--- src/rtl/agc_gain_sequencer.sv ---
// AGC gain sequencer: windowed saturation detect, clamped gain stepping, lock and timeout.
// Optional AGC_HOLD_EN adds a hold input that freezes detect/settle progress.
`timescale 1ns/1ps
module agc_gain_sequencer #(
  parameter int unsigned GAIN_W       = 6,
  parameter int unsigned GAIN_INIT    = 32,
  parameter int unsigned GAIN_MIN     = 0,
  parameter int unsigned GAIN_MAX     = 63,
  parameter int unsigned STEP         = 2,
  parameter int unsigned DETECT_LEN   = 16,
  parameter int unsigned SETTLE_LEN   = 8,
  parameter int unsigned HI_THR       = 4,
  parameter int unsigned LO_THR       = 8,
  parameter int unsigned LOCK_WINDOWS = 2,
  parameter int unsigned TIMEOUT      = 255
) (
  input  logic              clk,
  input  logic              RESET,
  input  logic              start,
  input  logic              sat_hi,
  input  logic              sat_lo,
  input  logic              done_in,
`ifdef AGC_HOLD_EN
  input  logic              hold,
`endif
  output logic [GAIN_W-1:0] gain,
  output logic              adjust,
  output logic              up_dn,
  output logic              detect_mode,
  output logic              busy,
  output logic              locked,
  output logic              timed_out,
  output logic              at_limit
);

  localparam logic [2:0] StIdle   = 3'd0;
  localparam logic [2:0] StDetect = 3'd1;
  localparam logic [2:0] StAdjust = 3'd2;
  localparam logic [2:0] StSettle = 3'd3;
  localparam logic [2:0] StDone   = 3'd4;

  localparam int unsigned WIN_W = $clog2(DETECT_LEN);
  localparam int unsigned CNT_W = $clog2(DETECT_LEN + 1);
  localparam int unsigned TOT_W = CNT_W + 1;
  localparam int unsigned SET_W = $clog2(SETTLE_LEN + 1);
  localparam int unsigned TMO_W = $clog2(TIMEOUT + 1);
  localparam int unsigned STB_W = $clog2(LOCK_WINDOWS + 1);
  localparam int unsigned SW    = GAIN_W + 2;

  logic [2:0]        state_q, state_d;
  logic [GAIN_W-1:0] gain_q, gain_d;
  logic              up_dn_q, up_dn_d, at_limit_q, at_limit_d;
  logic              locked_q, locked_d, timed_out_q, timed_out_d;
  logic [WIN_W-1:0]  win_q, win_d;
  logic [CNT_W-1:0]  hi_q, hi_d, lo_q, lo_d;
  logic [STB_W-1:0]  stable_q, stable_d;
  logic [SET_W-1:0]  settle_q, settle_d;
  logic [TMO_W-1:0]  tmo_q, tmo_d;
  logic [TOT_W-1:0]  hi_tot, lo_tot;
  logic signed [SW-1:0] g_ext, g_sum;
  logic              hold_act;

  always_comb begin
    state_d     = state_q;
    gain_d      = gain_q;
    up_dn_d     = up_dn_q;
    at_limit_d  = at_limit_q;
    locked_d    = locked_q;
    timed_out_d = timed_out_q;
    win_d       = win_q;
    hi_d        = hi_q;
    lo_d        = lo_q;
    stable_d    = stable_q;
    settle_d    = settle_q;
    tmo_d       = tmo_q;
    // Window decision includes the current cycle's samples.
    hi_tot      = {1'b0, hi_q} + {{CNT_W{1'b0}}, sat_hi};
    lo_tot      = {1'b0, lo_q} + {{CNT_W{1'b0}}, sat_lo};
    // Two guard bits keep both overflow past GAIN_MAX and underflow below zero visible.
    g_ext       = $signed({2'b00, gain_q});
    g_sum       = up_dn_q ? g_ext + $signed(SW'(STEP)) : g_ext - $signed(SW'(STEP));
    hold_act    = 1'b0;
`ifdef AGC_HOLD_EN
    hold_act    = hold && (state_q == StDetect || state_q == StSettle);
`endif

    if (state_q == StIdle || state_q == StDone) begin
      if (start) begin
        state_d     = StDetect;
        gain_d      = GAIN_W'(GAIN_INIT);
        at_limit_d  = 1'b0;
        locked_d    = 1'b0;
        timed_out_d = 1'b0;
        win_d       = '0;
        hi_d        = '0;
        lo_d        = '0;
        stable_d    = '0;
        settle_d    = '0;
        tmo_d       = '0;
      end
    end else if (!hold_act) begin
      tmo_d = tmo_q + 1'b1;
      if (tmo_q == TMO_W'(TIMEOUT - 1)) begin
        state_d     = StDone;
        timed_out_d = 1'b1;
      end else if (done_in) begin
        state_d  = StDone;
        locked_d = 1'b1;
      end else begin
        case (state_q)
          StDetect: begin
            win_d = win_q + 1'b1;
            if (sat_hi && hi_q != CNT_W'(DETECT_LEN)) hi_d = hi_q + 1'b1;
            if (sat_lo && lo_q != CNT_W'(DETECT_LEN)) lo_d = lo_q + 1'b1;
            if (win_q == WIN_W'(DETECT_LEN - 1)) begin
              win_d = '0;
              hi_d  = '0;
              lo_d  = '0;
              if (hi_tot >= TOT_W'(HI_THR)) begin
                state_d = StAdjust;
                up_dn_d = 1'b0;
              end else if (lo_tot >= TOT_W'(LO_THR)) begin
                state_d = StAdjust;
                up_dn_d = 1'b1;
              end else begin
                stable_d = stable_q + 1'b1;
                if (stable_d >= STB_W'(LOCK_WINDOWS)) begin
                  state_d  = StDone;
                  locked_d = 1'b1;
                end
              end
            end
          end
          StAdjust: begin
            if (g_sum > $signed(SW'(GAIN_MAX))) begin
              gain_d     = GAIN_W'(GAIN_MAX);
              at_limit_d = 1'b1;
            end else if (g_sum < $signed(SW'(GAIN_MIN))) begin
              gain_d     = GAIN_W'(GAIN_MIN);
              at_limit_d = 1'b1;
            end else begin
              gain_d     = g_sum[GAIN_W-1:0];
              at_limit_d = 1'b0;
            end
            stable_d = '0;
            settle_d = '0;
            state_d  = StSettle;
          end
          StSettle: begin
            if (settle_q == SET_W'(SETTLE_LEN - 1)) begin
              settle_d = '0;
              state_d  = StDetect;
            end else begin
              settle_d = settle_q + 1'b1;
            end
          end
          default: ;
        endcase
      end
    end
  end

  always_ff @(posedge clk) begin
    if (RESET) begin
      state_q     <= StIdle;
      gain_q      <= GAIN_W'(GAIN_INIT);
      up_dn_q     <= 1'b1;
      at_limit_q  <= 1'b0;
      locked_q    <= 1'b0;
      timed_out_q <= 1'b0;
      win_q       <= '0;
      hi_q        <= '0;
      lo_q        <= '0;
      stable_q    <= '0;
      settle_q    <= '0;
      tmo_q       <= '0;
    end else begin
      state_q     <= state_d;
      gain_q      <= gain_d;
      up_dn_q     <= up_dn_d;
      at_limit_q  <= at_limit_d;
      locked_q    <= locked_d;
      timed_out_q <= timed_out_d;
      win_q       <= win_d;
      hi_q        <= hi_d;
      lo_q        <= lo_d;
      stable_q    <= stable_d;
      settle_q    <= settle_d;
      tmo_q       <= tmo_d;
    end
  end

  assign gain        = gain_q;
  assign up_dn       = up_dn_q;
  assign at_limit    = at_limit_q;
  assign locked      = locked_q;
  assign timed_out   = timed_out_q;
  assign adjust      = (state_q == StAdjust);
  assign detect_mode = (state_q == StDetect);
  assign busy        = (state_q == StDetect) || (state_q == StAdjust) || (state_q == StSettle);

endmodule
--- config.mk ---
export PLATFORM = sky130hd
export DESIGN_NAME = agc_gain_sequencer
export DESIGN_NICKNAME = d
export VERILOG_FILES = /design/src/rtl/agc_gain_sequencer.sv
export SDC_FILE = /design/constraint.sdc
export NUM_CORES = 1
export LEC_CHECK = 0
export ABC_AREA = 1
export BUFFER_PORTS_ARGS = -buffer_cell sky130_fd_sc_hd__buf_2
export CAP_MARGIN = 10
export CORE_MARGIN = 2
export CORE_UTILIZATION = 55
export CTS_CLUSTER_DIAMETER = 80
export DETAILED_ROUTE_END_ITERATION = 6
export PLACE_DENSITY = 0.78
export SLEW_MARGIN = 10
export SYNTH_ARGS = -nofsm -noshare
export SYNTH_HDL_FRONTEND = slang
export SYNTH_SLANG_ARGS = --single-unit
--- constraint.sdc ---
create_clock -name clk -period 5 [get_ports clk]
set_input_delay 0.25 -clock clk [delete_from_list [all_inputs] [get_ports clk]]
set_output_delay 0.25 -clock clk [all_outputs]
set_load 0.05 [all_outputs]
Word level (Yosys, flattened, before mapping) --
Index checks and enable logic that the tools add are counted.
Operators by class: reductions and logical operators 28, muxes and demuxes 71, add/subtract/negate cells 10, bitwise logic cells 3, magnitude comparators 5, equal/unequal tests 20
Operators with widths (number):
- 5-bit 2-to-1 mux | 13
- 6-bit 2-to-1 mux | 7
- 4-bit 2-to-1 mux | 10
- 3-bit 2-to-1 mux | 9
- 8-bit 2-to-1 mux | 3
- 3-bit nonzero test | 7
- 1-bit 2-to-1 mux | 19
- 5-bit != test, second input constant | 3
- 5-bit AND reduction | 3
- 2-bit 2-to-1 mux | 7
- 7-bit AND reduction | 2
- 5-bit by 1-bit adder with 6-bit output | 2
- 3-bit != test, second input constant | 4
- 4-bit AND reduction | 3
- 5-bit by 1-bit adder with 5-bit output, second input constant | 2
- 3-bit case mux with 3 select lines | 1
- 4-bit by 1-bit adder with 4-bit output, second input constant | 2
- 8-bit by 1-bit adder with 8-bit output, second input constant | 1
- 8-bit == test, second input constant | 1
- 8-bit by 7-bit greater-than comparator with 1-bit output, second input constant | 1
- 8-bit by 1-bit less-than comparator with 1-bit output, second input constant | 1
- 4-bit case mux with 2 select lines | 1
- 2-bit nonzero test | 4
- 6-bit by 2-bit adder with 7-bit output, second input constant | 1
- other kinds (23) | 30
Storage, ports and cells: input bits 6, flip-flop bits (word level) 41

Longest topological paths before layout --
Gate-level depths: netlist of run 1.
word-level depth 10, mapped depth 13

Worst setup path before layout of run 1 --
No wires, ideal clock.
path type flip-flop to flip-flop, start point register state_q[1], end point register gain_q[5], in the netlist gain[5], path buffers 0, arrival 1.981 ns, cell stages (with the launch flop) 10, setup time 0.124 ns, required time 4.876 ns, setup slack 2.895 ns, cells stage by stage dfxtp_1 > nand2_1 > nor2_1 > nor2_1 > a21oi_2 > inv_2 > nor2_4 > nand3_1 > o21ai_1 > nand2_1
RTL lines:
- start, declared | RTL line 50 | logic [2:0] state_q, state_d;
- start signal, assigned | RTL line 165 | state_q <= StIdle;
- start signal, assigned | RTL line 178 | state_q <= state_d;
- 3-bit by 2-bit == test with 1-bit output
- net adjust | RTL line 27 | output logic adjust,
- 2-bit nonzero test (no source line)
- 4-bit AND reduction (no source line)
- end signal, assigned | RTL line 166 | gain_q <= GAIN_W'(GAIN_INIT);
- end signal, assigned | RTL line 179 | gain_q <= gain_d;
- end, declared | RTL line 51 | logic [GAIN_W-1:0] gain_q, gain_d;
The timed path passes the listed nets, and every way through them passes these cells. A chain may end at the register's enable or synchronous reset.

Worst setup path after layout of run 1 --
start point register hi_q[0], end point register state_q[1]
On the way: word-level cells in the longest chain between the ends 8
RTL lines:
- start, declared | RTL line 55 | logic [CNT_W-1:0] hi_q, hi_d, lo_q, lo_d;
- start signal, assigned | RTL line 185 | hi_q <= hi_d;
- 5-bit by 1-bit adder with 6-bit output (*) | RTL line 77 | hi_tot = {1'b0, hi_q} + {{CNT_W{1'b0}}, sat_hi};
- 6-bit by 3-bit >= comparator with 1-bit output (*) | RTL line 119 | if (hi_tot >= TOT_W'(HI_THR)) begin
- 3-bit 2-to-1 mux | RTL line 119
- 3-bit 2-to-1 mux | RTL line 115 | if (win_q == WIN_W'(DETECT_LEN - 1)) begin
- 3-bit case mux with 3 select lines | RTL line 110 | case (state_q)
- 3-bit 2-to-1 mux | RTL line 106 | end else if (done_in) begin
- 3-bit 2-to-1 mux | RTL line 103 | if (tmo_q == TMO_W'(TIMEOUT - 1)) begin
- 3-bit 2-to-1 mux | RTL line 87 | if (state_q == StIdle || state_q == StDone) begin
Mark *: on every way between the ends. The rest lies on a longest branch, timed or not. The select of a mux whose other input is x is not followed.

==> results of run 1 <==
## per-stage QoR
| stage | total power, mW | instance area (sq um) | utilization (%) | hold slack (ps) | setup slack (ps) |
|---|---|---|---|---|---|
| after detailed placement | 0.487 | 2570 | 59.3 | 446 | 2910 |
| after global placement | 0.484 | 2570 | 59.3 | 436 | 3030 |
| after global routing | 0.760 | 2670 | 61.7 | 312 | 2670 |
| after floorplan | 0.458 | 2440 | - | 427 | 2900 |
| final | 0.720 | 2670 | 61.7 | 277 | 2900 |
| after CTS | 0.727 | 2670 | 61.7 | 264 | 2890 |
## critical path: cells and delay by family, from the launching register on
family          cells  cell delay, ps
fa+ha+maj           2             490
flops               1             430
simple gates        8             900
compound gates      1             160
## layout make-up
cell class	count	area, sq um	area share (%)
clock inverter	1	5.00	0.188
multi-input combinational	259	1410	52.9
clock buffer	7	96.3	3.61
timing repair buffer	18	90.1	3.38
inverter	47	179	6.71
tap	52	65.1	2.44
sequential	41	821	30.8
## sequential cells by signal (all words and copies together), names as in the netlist
register and count:
tmo_q 8, gain 6, hi_q 5, lo_q 5, settle_q 4, win_q 4, state_q 3, stable_q 2
at_limit 1, locked 1, timed_out 1, up_dn 1
## power by group through the flow
stage	combinational, mW	clock, mW	sequential [mW]
final	0.129	0.241	0.350
after global routing	0.146	0.261	0.352
after detailed placement	0.129	0	0.358
after global placement	0.127	0	0.357
after floorplan	0.0975	0	0.361
after CTS	0.130	0.247	0.350
## logic make-up (layout without fill, tap and decap cells)
group                    Yosys count  count (layout)
AND/OR/NAND/NOR                  179             179
AO/OA/AOI/OAI                     60              60
buffers and inverters             53              73
flip-flops                        41              41
adder cells (fa/ha/maj)           14              14
XOR/XNOR                           6               6
## worst max-delay path by stage
stage          depth (start not counted)               startpoint  slack [ps]                       to
2_1_floorplan                          9  state_q[1]$_SDFFE_PP0P_        2900     gain[5]$_SDFFE_PP1P_
3_3_place_gp                          11     hi_q[0]$_SDFFE_PP0P_        3030  state_q[1]$_SDFFE_PP0P_
3_5_place_dp                          11     hi_q[0]$_SDFFE_PP0P_        2910  state_q[1]$_SDFFE_PP0P_
4_1_cts                               11     hi_q[0]$_SDFFE_PP0P_        2890  state_q[1]$_SDFFE_PP0P_
5_1_grt                               12     hi_q[0]$_SDFFE_PP0P_        2670  state_q[2]$_SDFFE_PP0P_
6_report                              11     hi_q[0]$_SDFFE_PP0P_        2900  state_q[1]$_SDFFE_PP0P_
## layer usage
layer | track usage [%] | up-vias | share of wire [%]
met5 | 0 | - | 0
met3 | 5.13 | 8 | 3.1
li1 | - | 1197 | -
met2 | 36.0 | 35 | 45
met4 | 9.22 | 0 | 1.6
met1 | 28.0 | 1010 | 50
## cells in the final DEF (no fill, tap or decap), drive strengths merged
cell type | synthesis | routed
nand3 | 33 | 33
nand2 | 90 | 90
clkinv | 0 | 1
xor2 | 6 | 6
nand4 | 11 | 11
o22ai | 1 | 1
inv | 47 | 47
o21ai | 21 | 21
nor2 | 31 | 31
clkbuf | 3 | 7
nor3 | 7 | 7
and3 | 2 | 2
a21oi | 31 | 31
o21ba | 1 | 1
a211oi | 4 | 4
ha | 14 | 14
nor3b | 2 | 2
dfxtp | 41 | 41
or2 | 3 | 3
buf | 3 | 18
o21a | 2 | 2
==> impl_metrics.tcl, run 1 <==
set metrics [dict create \
    antenna_cells 0 \
    fillers 422 \
    rrSetupSlack_ps 2900 \
    rr_worst_depth 11 \
    grt_max_degree 21 \
    finalSetupViolCount 0 \
    hold_path_class "primary input to flip-flop" \
    fp.dieW_um 70.6 \
    vias_per_cell 5.29 \
    crit_chain "ha_1, ha_1, nand3_1, nand2_1, nand3_1, nor2_1, nand3_1, nand2_1, nand2_1, o21ai_0, nor2_1" \
    synthAdderAreaFrac_pct 7.17 \
    row_count 24 \
    hold_depth 4 \
    worst_setup_path_end_kind "flip-flop" \
    skew_ps 12.3 \
    peakVddDrop_mv 0.157 \
    tightest_slew_ps 457 \
    worstHoldStart "start" \
    drv_cap 0 \
    setup.worst_path.start_class "flip-flop" \
    r2r_end "state_q[1]$_SDFFE_PP0P_" \
    yosysMostFrequentCell "nand2_1" \
    status "finished clean" \
    timing.setup.tns_ps 0 \
    cellPowerDensity_nw_per_um2 270 \
    async_flop_share_pct 0 \
    layout-drive-gt1-share_pct 13.4 \
    max_stage_delay_ps 430 \
    grt-ovfl-total 0 \
    grt_pass1_vias 2061 \
    ys_seq_elements 41 \
    dp_hpwl_um 3740 \
    synthXorXnorAreaFrac_pct 2.15 \
    numPortBuffers 18 \
    synthSimpleGateAreaFrac_pct 34.8 \
    num_vias 2250 \
    routed_wl_um 5120 \
    path_clk_slew_ps 80 \
    ys_top_cells_by_area "dfxtp_1 (34%), nand2_1 (14%), ha_1 (7.2%)" \
    clk_latency_ps 300 \
    place_congestion 0.885 \
    p_int_mw 0.499 \
    p_sw_share_pct 30.7 \
    drt_iter0_markers 120 \
    finalMaxSlewViolations 0 \
    yosysTopAreaCell "dfxtp_1" \
    ioPinCount 19 \
    area_delta_synth_final_pct 9.22 \
    dp_cells 417 \
    synthCells 353 \
    cts_tree "done" \
    leakage_nw 1.21 \
    yosysSeqAreaShare_pct 33.6 \
    rsz0062_at_grt "no" \
    syn-num-nets 373 \
    core_area_sq_um 4320 \
    cp.required_ps 5170 \
    htreeDepth 2 \
    postRouteAntennaNets 0 \
    die_h_um 70.6 \
    criticalPathCategory "flip-flop to flip-flop" \
    synth_edf_count 0 \
    finalNonFillerCells 425 \
    regToRegStartpoint "hi_q[0]$_SDFFE_PP0P_" \
    routedWlPerCell_um 12.0 \
    ys_types 36 \
    synth.area.mux_share_pct 0 \
    syn-cell-area_sq_um 2440 \
    fmax_mhz 475 \
    synth-compound-area-share_pct 13.6 \
    synthFlopType "dfxtp_1" \
    hold_violations 0 \
    first_pass_iters 4 \
    min_to "tmo_q[1]$_SDFFE_PP0N_" \
    seqPwrFrac_pct 48.7 \
    critPathMaxFanout 6 \
    grt_first_pass_wirelength_um 8890 \
    p_comb_share_pct 17.9 \
    nets 392 \
    cp.arrival_ps 2280 \
    fin_crit_sh_pct 42.1 \
    max-slew-margin-rel_pct 69.5 \
    postCtsHoldBufs 0 \
    cts_made_buffers 5 \
    cts_num_sinks 41 \
    avgSynthCellArea_sq_um 6.92 \
    switchingPower_mw 0.221 \
    post_cts_resized 0 \
    cts_root_buffer "clkbuf_8" \
    cts_setup_buffers 0 \
    synth_top_family_by_area "simple AND/OR/NAND/NOR gates" \
    grt_usage_pct 22.0 \
    clockBufferDepth 2 \
    worst_path_max_delay_cell "dfxtp_1" \
    start_util_pct 56.5 \
    yosysTopAreaCellShare_pct 33.6 \
    antenna_found_initial 0 \
    synth-warning-count 0 \
    fin_crit_ps 2100 \
    power.share.clock_pct 33.4 \
    synthTopCellsByCount "nand2_1 (88), dfxtp_1 (41), inv_1 (41)" \
    die_area_sq_um 4990 \
    drc 0 \
]
(Power assumes the default switching activity.)
==> run 2, diff against run 1 <==
--- a/config.mk
+++ b/config.mk
@@ -9,10 +9,10 @@
 export BUFFER_PORTS_ARGS = -buffer_cell sky130_fd_sc_hd__buf_2
 export CAP_MARGIN = 10
 export CORE_MARGIN = 2
-export CORE_UTILIZATION = 55
+export CORE_UTILIZATION = 54
 export CTS_CLUSTER_DIAMETER = 80
 export DETAILED_ROUTE_END_ITERATION = 6
-export PLACE_DENSITY = 0.78
+export PLACE_DENSITY = 0.8
 export SLEW_MARGIN = 10
 export SYNTH_ARGS = -nofsm -noshare
 export SYNTH_HDL_FRONTEND = slang
==> constraint.sdc (replaced) <==
create_clock -name clk -period 1.79 [get_ports clk]
set_input_delay 0.0895 -clock clk [delete_from_list [all_inputs] [get_ports clk]]
set_output_delay 0.0895 -clock clk [all_outputs]
set_load 0.05 [all_outputs]
==> run 2 against run 1 <==
- sequential share of layout area is 1.4 points lower
- non-clock buffer count is 12 higher
- via count is 2.4% higher
- first-iteration DRC count is 11% higher
- setup slack worse by 2800 ps
- global-route usage is 1.1 points lower
- die area is 1.7% higher
- clock power is 140% higher
- count of clock-buffer cells in the layout is 1 lower
- critical path type unchanged
==> impl_metrics.tcl, run 2 (same netlist as run 1, synthesis figures left out) <==
set metrics [dict create \
    status "finished clean" \
    row_count 24 \
    rr_worst_depth 11 \
    final_common_cell "nand2_1" \
    worst_setup_path_end_kind "flip-flop" \
    p_comb_share_pct 21.1 \
    fin_hold_ws_ps 129 \
    dp_hpwl_um 3830 \
    finalMaxSlewViolations 0 \
    cts_made_buffers 5 \
    numPortBuffers 18 \
    leakage_nw 1.27 \
    grt_max_degree 21 \
    hold_violations 0 \
    core_area_sq_um 4350 \
    dp_cells 427 \
    max-slew-margin-rel_pct 72.4 \
    criticalPathCategory "flip-flop to flip-flop" \
    grt-ovfl-total 0 \
    skew_ps 7.04 \
    cellPowerDensity_nw_per_um2 701 \
    tightest_slew_ps 413 \
    p_int_mw 1.35 \
    hold_path_class "primary input to flip-flop" \
    worstHoldStart "start" \
    htreeDepth 2 \
    clockBufferDepth 2 \
    antenna_found_initial 0 \
    largest_register_ff_count 8 \
    postCtsHoldBufs 0 \
    fin_crit_sh_pct 95.2 \
    routed_wl_um 5320 \
    grtUsageMet1_pct 25.9 \
    critPathMaxFanout 5 \
    vias_per_cell 5.27 \
    nets 404 \
    setup.worst_path.start_class "flip-flop" \
    drv_cap 0 \
    area_delta_synth_final_pct 15.6 \
    fin_crit_ps 1700 \
    regToRegStartpoint "hi_q[0]$_SDFFE_PP0P_" \
    place_congestion 0.792 \
    finalSetupViolCount 0 \
    hold_depth 4 \
    peakVddDrop_mv 0.706 \
    busiest_layer "met2" \
    cp.arrival_ps 1930 \
    final_cell_mix "nand2_1 (84), inv_1 (40), dfxtp_1 (35)" \
    antenna_cells 0 \
    min_to "tmo_q[1]$_SDFFE_PP0N_" \
    power.share.clock_pct 29.6 \
    cts_root_buffer "clkbuf_8" \
    rrSetupSlack_ps 90 \
    start_util_pct 56.1 \
    cp.required_ps 2020 \
    r2r_end "stable_q[1]$_SDFFE_PP0P_" \
    cts_tree "done" \
    drc 0 \
    fp.dieW_um 71.3 \
    num_vias 2303 \
    path_clk_slew_ps 80 \
    grt_pass1_vias 2066 \
    ioPinCount 19 \
    routedWlPerCell_um 12.2 \
    drt_iter0_markers 133 \
    layout-drive-gt1-share_pct 20.8 \
    grt_usage_pct 20.9 \
    die_h_um 71.3 \
    postRouteAntennaNets 0 \
    clk_latency_ps 290 \
    grt_use_met2_pct 37.0 \
    regMostFlops "tmo_q" \
    p_sw_share_pct 31.8 \
    first_pass_iters 4 \
    finalNonFillerCells 437 \
    fmax_mhz 587 \
    grt_first_pass_wirelength_um 8670 \
    die_area_sq_um 5080 \
    seqPwrFrac_pct 49.3 \
    switchingPower_mw 0.629 \
    cts_num_sinks 41 \
    fillers 380 \
    grt_util_met3_pct 4.64 \
]
==> run 2: changes by cell type in the layout (fill, tap and decap cells not counted), moves of 4 or more <==
cell,change
dfxtp_1,-6
nand2_2,+4
dfxtp_2,+6
buf_4,+12
nand2_1,-4
==> run 2: how the worst max path moves through the flow <==
stage                       startpoint                       end  slack [ps]  depth (start not counted)
2_1_floorplan  state_q[0]$_SDFFE_PP0P_      hi_q[4]$_SDFFE_PP0P_         0.2                          9
3_3_place_gp      hi_q[0]$_SDFFE_PP0P_   state_q[1]$_SDFFE_PP0P_         -20                         12
3_5_place_dp      hi_q[0]$_SDFFE_PP0P_   state_q[1]$_SDFFE_PP0P_         -90                         11
4_1_cts           hi_q[0]$_SDFFE_PP0P_   state_q[1]$_SDFFE_PP0P_           4                         12
5_1_grt           hi_q[0]$_SDFFE_PP0P_  stable_q[1]$_SDFFE_PP0P_         -60                         10
6_report          hi_q[0]$_SDFFE_PP0P_  stable_q[1]$_SDFFE_PP0P_          90                         11
==> run 2: power by group through the flow <==
stage               registers, mW  logic (mW)  clock network (mW)
CTS                         0.972       0.403               0.600
detailed placement          0.993       0.401                   0
global route                0.982       0.458               0.645
global placement            0.992       0.395                   0
floorplan                    1.01       0.276                   0
finish                      0.976       0.418               0.586
==> run 2: routing by layer <==
| metal | vias to the layer above | wire, um |
|---|---|---|
| li1 | 1217 | - |
| met1 | 1053 | 2550 |
| met2 | 28 | 2580 |
| met3 | 5 | 156 |
| met4 | 0 | 42 |
| met5 | - | 0 |
==> run 2: per-stage QoR <==
stage | power (mW) | area [sq um] | setup WS [ps] | TNS (ps) | util (%)
floorplan | 1.29 | 2460 | 0.226 | 0 | -
global placement | 1.39 | 2660 | -17.1 | -24.4 | 61.0
detailed placement | 1.39 | 2660 | -94.8 | -364 | 61.0
CTS | 1.98 | 2750 | 3.77 | 0 | 63.1
global route | 2.08 | 2820 | -60.0 | -63.9 | 64.9
finish | 1.98 | 2820 | 86.2 | 0 | 64.9
==> run 2: cell type report <==
class	instances	area [sq um]	share of cell area [%]
Sequential cell	41	828	29.3
Clock buffer	6	72.6	2.57
Clock inverter	2	10.0	0.354
Multi-Input combinational cell	259	1490	52.7
Inverter	47	179	6.34
Timing Repair Buffer	30	180	6.38
Tap cell	52	65.1	2.30
==> run 2: worst max-delay path, stage by stage, from the launching register on <==
cell	delay, ps
dfxtp_2	340
ha_4	170
ha_4	160
inv_1	40
nand2_1	40
nand2_1	60
nand3_1	120
nor2_4	160
nand4_1	150
nand2_1	120
nand3_1	110
a21oi_2	170
==> run 2: repair_timing <==
action | in CTS | in global routing
setup endpoints to repair | 7 | 18
hold endpoints to repair | 0 | 0
pin swaps | 0 | 7
gates resized for setup | 2 | 19
setup buffers | 0 | 2
==> run 3, diff against run 2 <==
--- a/config.mk
+++ b/config.mk
@@ -8,11 +8,12 @@
 export ABC_AREA = 1
 export BUFFER_PORTS_ARGS = -buffer_cell sky130_fd_sc_hd__buf_2
 export CAP_MARGIN = 10
-export CORE_MARGIN = 2
+export CORE_MARGIN = 4
 export CORE_UTILIZATION = 54
 export CTS_CLUSTER_DIAMETER = 80
 export DETAILED_ROUTE_END_ITERATION = 6
 export PLACE_DENSITY = 0.8
+export RECOVER_POWER = 50
 export SLEW_MARGIN = 10
 export SYNTH_ARGS = -nofsm -noshare
 export SYNTH_HDL_FRONTEND = slang
==> run 3 against run 2 <==
- via count up 3.0%
- non-clock buffer count up 2
- clock power is 5.5% higher
- combinational power rose by 2%
- count of clock-buffer cells in the layout is 1 higher
- sequential cell count is the same
==> impl_metrics.tcl, run 3 (same netlist as run 1, synthesis figures left out) <==
set metrics [dict create \
    finalSetupViolCount 0 \
    worst_path_max_delay_cell "dfxtp_2" \
    place_congestion 0.903 \
    skew_ps 8.44 \
    rr_worst_depth 12 \
    postRouteAntennaNets 0 \
    crit_family "simple AND/OR/NAND/NOR gates" \
    numPortBuffers 18 \
    hold_violations 0 \
    tightest_slew_ps 596 \
    final_cell_mix "nand2_1 (84), inv_1 (40), dfxtp_1 (36)" \
    finalPower_mw 2.02 \
    min_to "tmo_q[1]$_SDFFE_PP0N_" \
    row_count 24 \
    cts_tree "done" \
    criticalPathCategory "flip-flop to flip-flop" \
    vias_per_cell 5.42 \
    critPathMaxFanout 5 \
    routed_wl_um 5440 \
    leakage_nw 1.23 \
    grt_usage_pct 20.4 \
    start_util_pct 56.1 \
    hold_path_class "primary input to flip-flop" \
    path_clk_slew_ps 70 \
    setup.worst_path.start_class "flip-flop" \
    cts_root_buffer "clkbuf_8" \
    area_delta_synth_final_pct 16.0 \
    path_common_cell "nand2_1" \
    worstHoldStart "start" \
    fp.dieW_um 75.3 \
    postCtsHoldBufs 0 \
    fin_hold_ws_ps 125 \
    setup_ws_ps 138 \
    worst_setup_path_end_kind "flip-flop" \
    ioPinCount 19 \
    max-slew-margin-rel_pct 60.5 \
    num_vias 2373 \
    finalMaxSlewViolations 0 \
    core_area_sq_um 4350 \
    cts_num_sinks 41 \
    largest_register_ff_count 8 \
    fmax_mhz 605 \
    drt_iter0_markers 175 \
    status "finished clean" \
    fin_crit_sh_pct 92.3 \
    regToRegStartpoint "hi_q[0]$_SDFFE_PP0P_" \
    htreeDepth 2 \
    antenna_cells 0 \
    rrSetupSlack_ps 140 \
    clockBufferDepth 2 \
    cellPowerDensity_nw_per_um2 712 \
    grt_max_degree 21 \
    post-place-ws_ps -89.5 \
    grt_pass1_vias 2125 \
    cp.arrival_ps 1870 \
    crit_chain "ha_4, ha_4, nand3_1, nand2_1, nand3_1, nor2_4, nand3_1, nand2_1, nand2_2, nand2_1, nand2_1, a21oi_1" \
    antenna_found_initial 0 \
    regMostFlops "tmo_q" \
    max_stage_delay_ps 350 \
    cp.buffers_inverters 0 \
    drv_cap 0 \
    layout-drive-gt1-share_pct 17.6 \
    first_pass_iters 4 \
    die_h_um 75.3 \
    r2r_end "state_q[0]$_SDFFE_PP0P_" \
    dp_hpwl_um 3950 \
    nets 406 \
    routedWlPerCell_um 12.4 \
    hold_depth 4 \
    peakVddDrop_mv 0.525 \
    fin_crit_ps 1650 \
    grt_first_pass_wirelength_um 8990 \
    cp.required_ps 2010 \
    drc 0 \
    final_common_cell "nand2_1" \
    cts_made_buffers 5 \
    clk_latency_ps 300 \
    grt-ovfl-total 0 \
    die_area_sq_um 5660 \
]
run 3: changes by cell type in the layout (fill, tap and decap cells not counted), sizes merged:
cell,change
clkbuf,+14
buf,-11
clkinv,-2
run 3: cell type report:
class | count | area [sq um]
multi-input cells | 259 | 1500
clock buffers | 7 | 86.3
repair buffers | 32 | 178
inverters | 47 | 181
fillers | 378 | 1520
flip-flops and latches | 41 | 827
well taps | 52 | 65.1
run 3: what timing repair did:
item                                    in CTS  in global routing
resized for setup                            2                 22
endpoints found under the setup margin       7                 19
pin swaps                                    0                  3
buffers inserted                             0                  4
run 3: how the worst max path moves through the flow:
stage                                  startpoint                 endpoint  slack, ps  depth (start not counted)
after global routing      state_q[1]$_SDFFE_PP0P_  state_q[2]$_SDFFE_PP0P_        -30                         11
after detailed placement     hi_q[0]$_SDFFE_PP0P_  state_q[1]$_SDFFE_PP0P_        -90                         12
after CTS                    hi_q[0]$_SDFFE_PP0P_  state_q[0]$_SDFFE_PP0P_         10                         13
final                        hi_q[0]$_SDFFE_PP0P_  state_q[0]$_SDFFE_PP0P_        140                         12
after floorplan           state_q[0]$_SDFFE_PP0P_     hi_q[4]$_SDFFE_PP0P_        0.2                          9
after global placement       hi_q[0]$_SDFFE_PP0P_  state_q[1]$_SDFFE_PP0P_        -20                         12
run 3: per-layer routing:
layer | share of wire, % | GRT usage [%]
met5 | 0 | 0
met4 | 2.0 | 7.38
met3 | 4.3 | 4.27
met2 | 49 | 35.4
met1 | 45 | 24.9
run 3: through the flow:
stage,setup TNS (ps),utilization [%],cell area [sq um],cells
detailed placement,-358,61.0,2660,427
finish,0,65.1,2830,438
global route,-54.8,65.1,2830,438
floorplan,0,-,2460,353
global placement,-21.6,61.0,2660,427
CTS,0,63.2,2750,434
run 3: worst register-to-register path: stages (launching register included):
cell and delay [ps]:
dfxtp_2 350, ha_4 160, ha_4 150, nand3_1 70
nand2_1 70, nand3_1 110, nor2_4 190, nand3_1 80
nand2_1 80, nand2_2 70, nand2_1 90, nand2_1 50
a21oi_1 110
run 3: report_power, final:
part	internal [mW]	total, mW	leakage, nW	switching (mW)
Clock	0.306	0.618	0.0443	0.312
Combinational	0.139	0.425	0.854	0.286
Sequential	0.944	0.976	0.334	0.0317
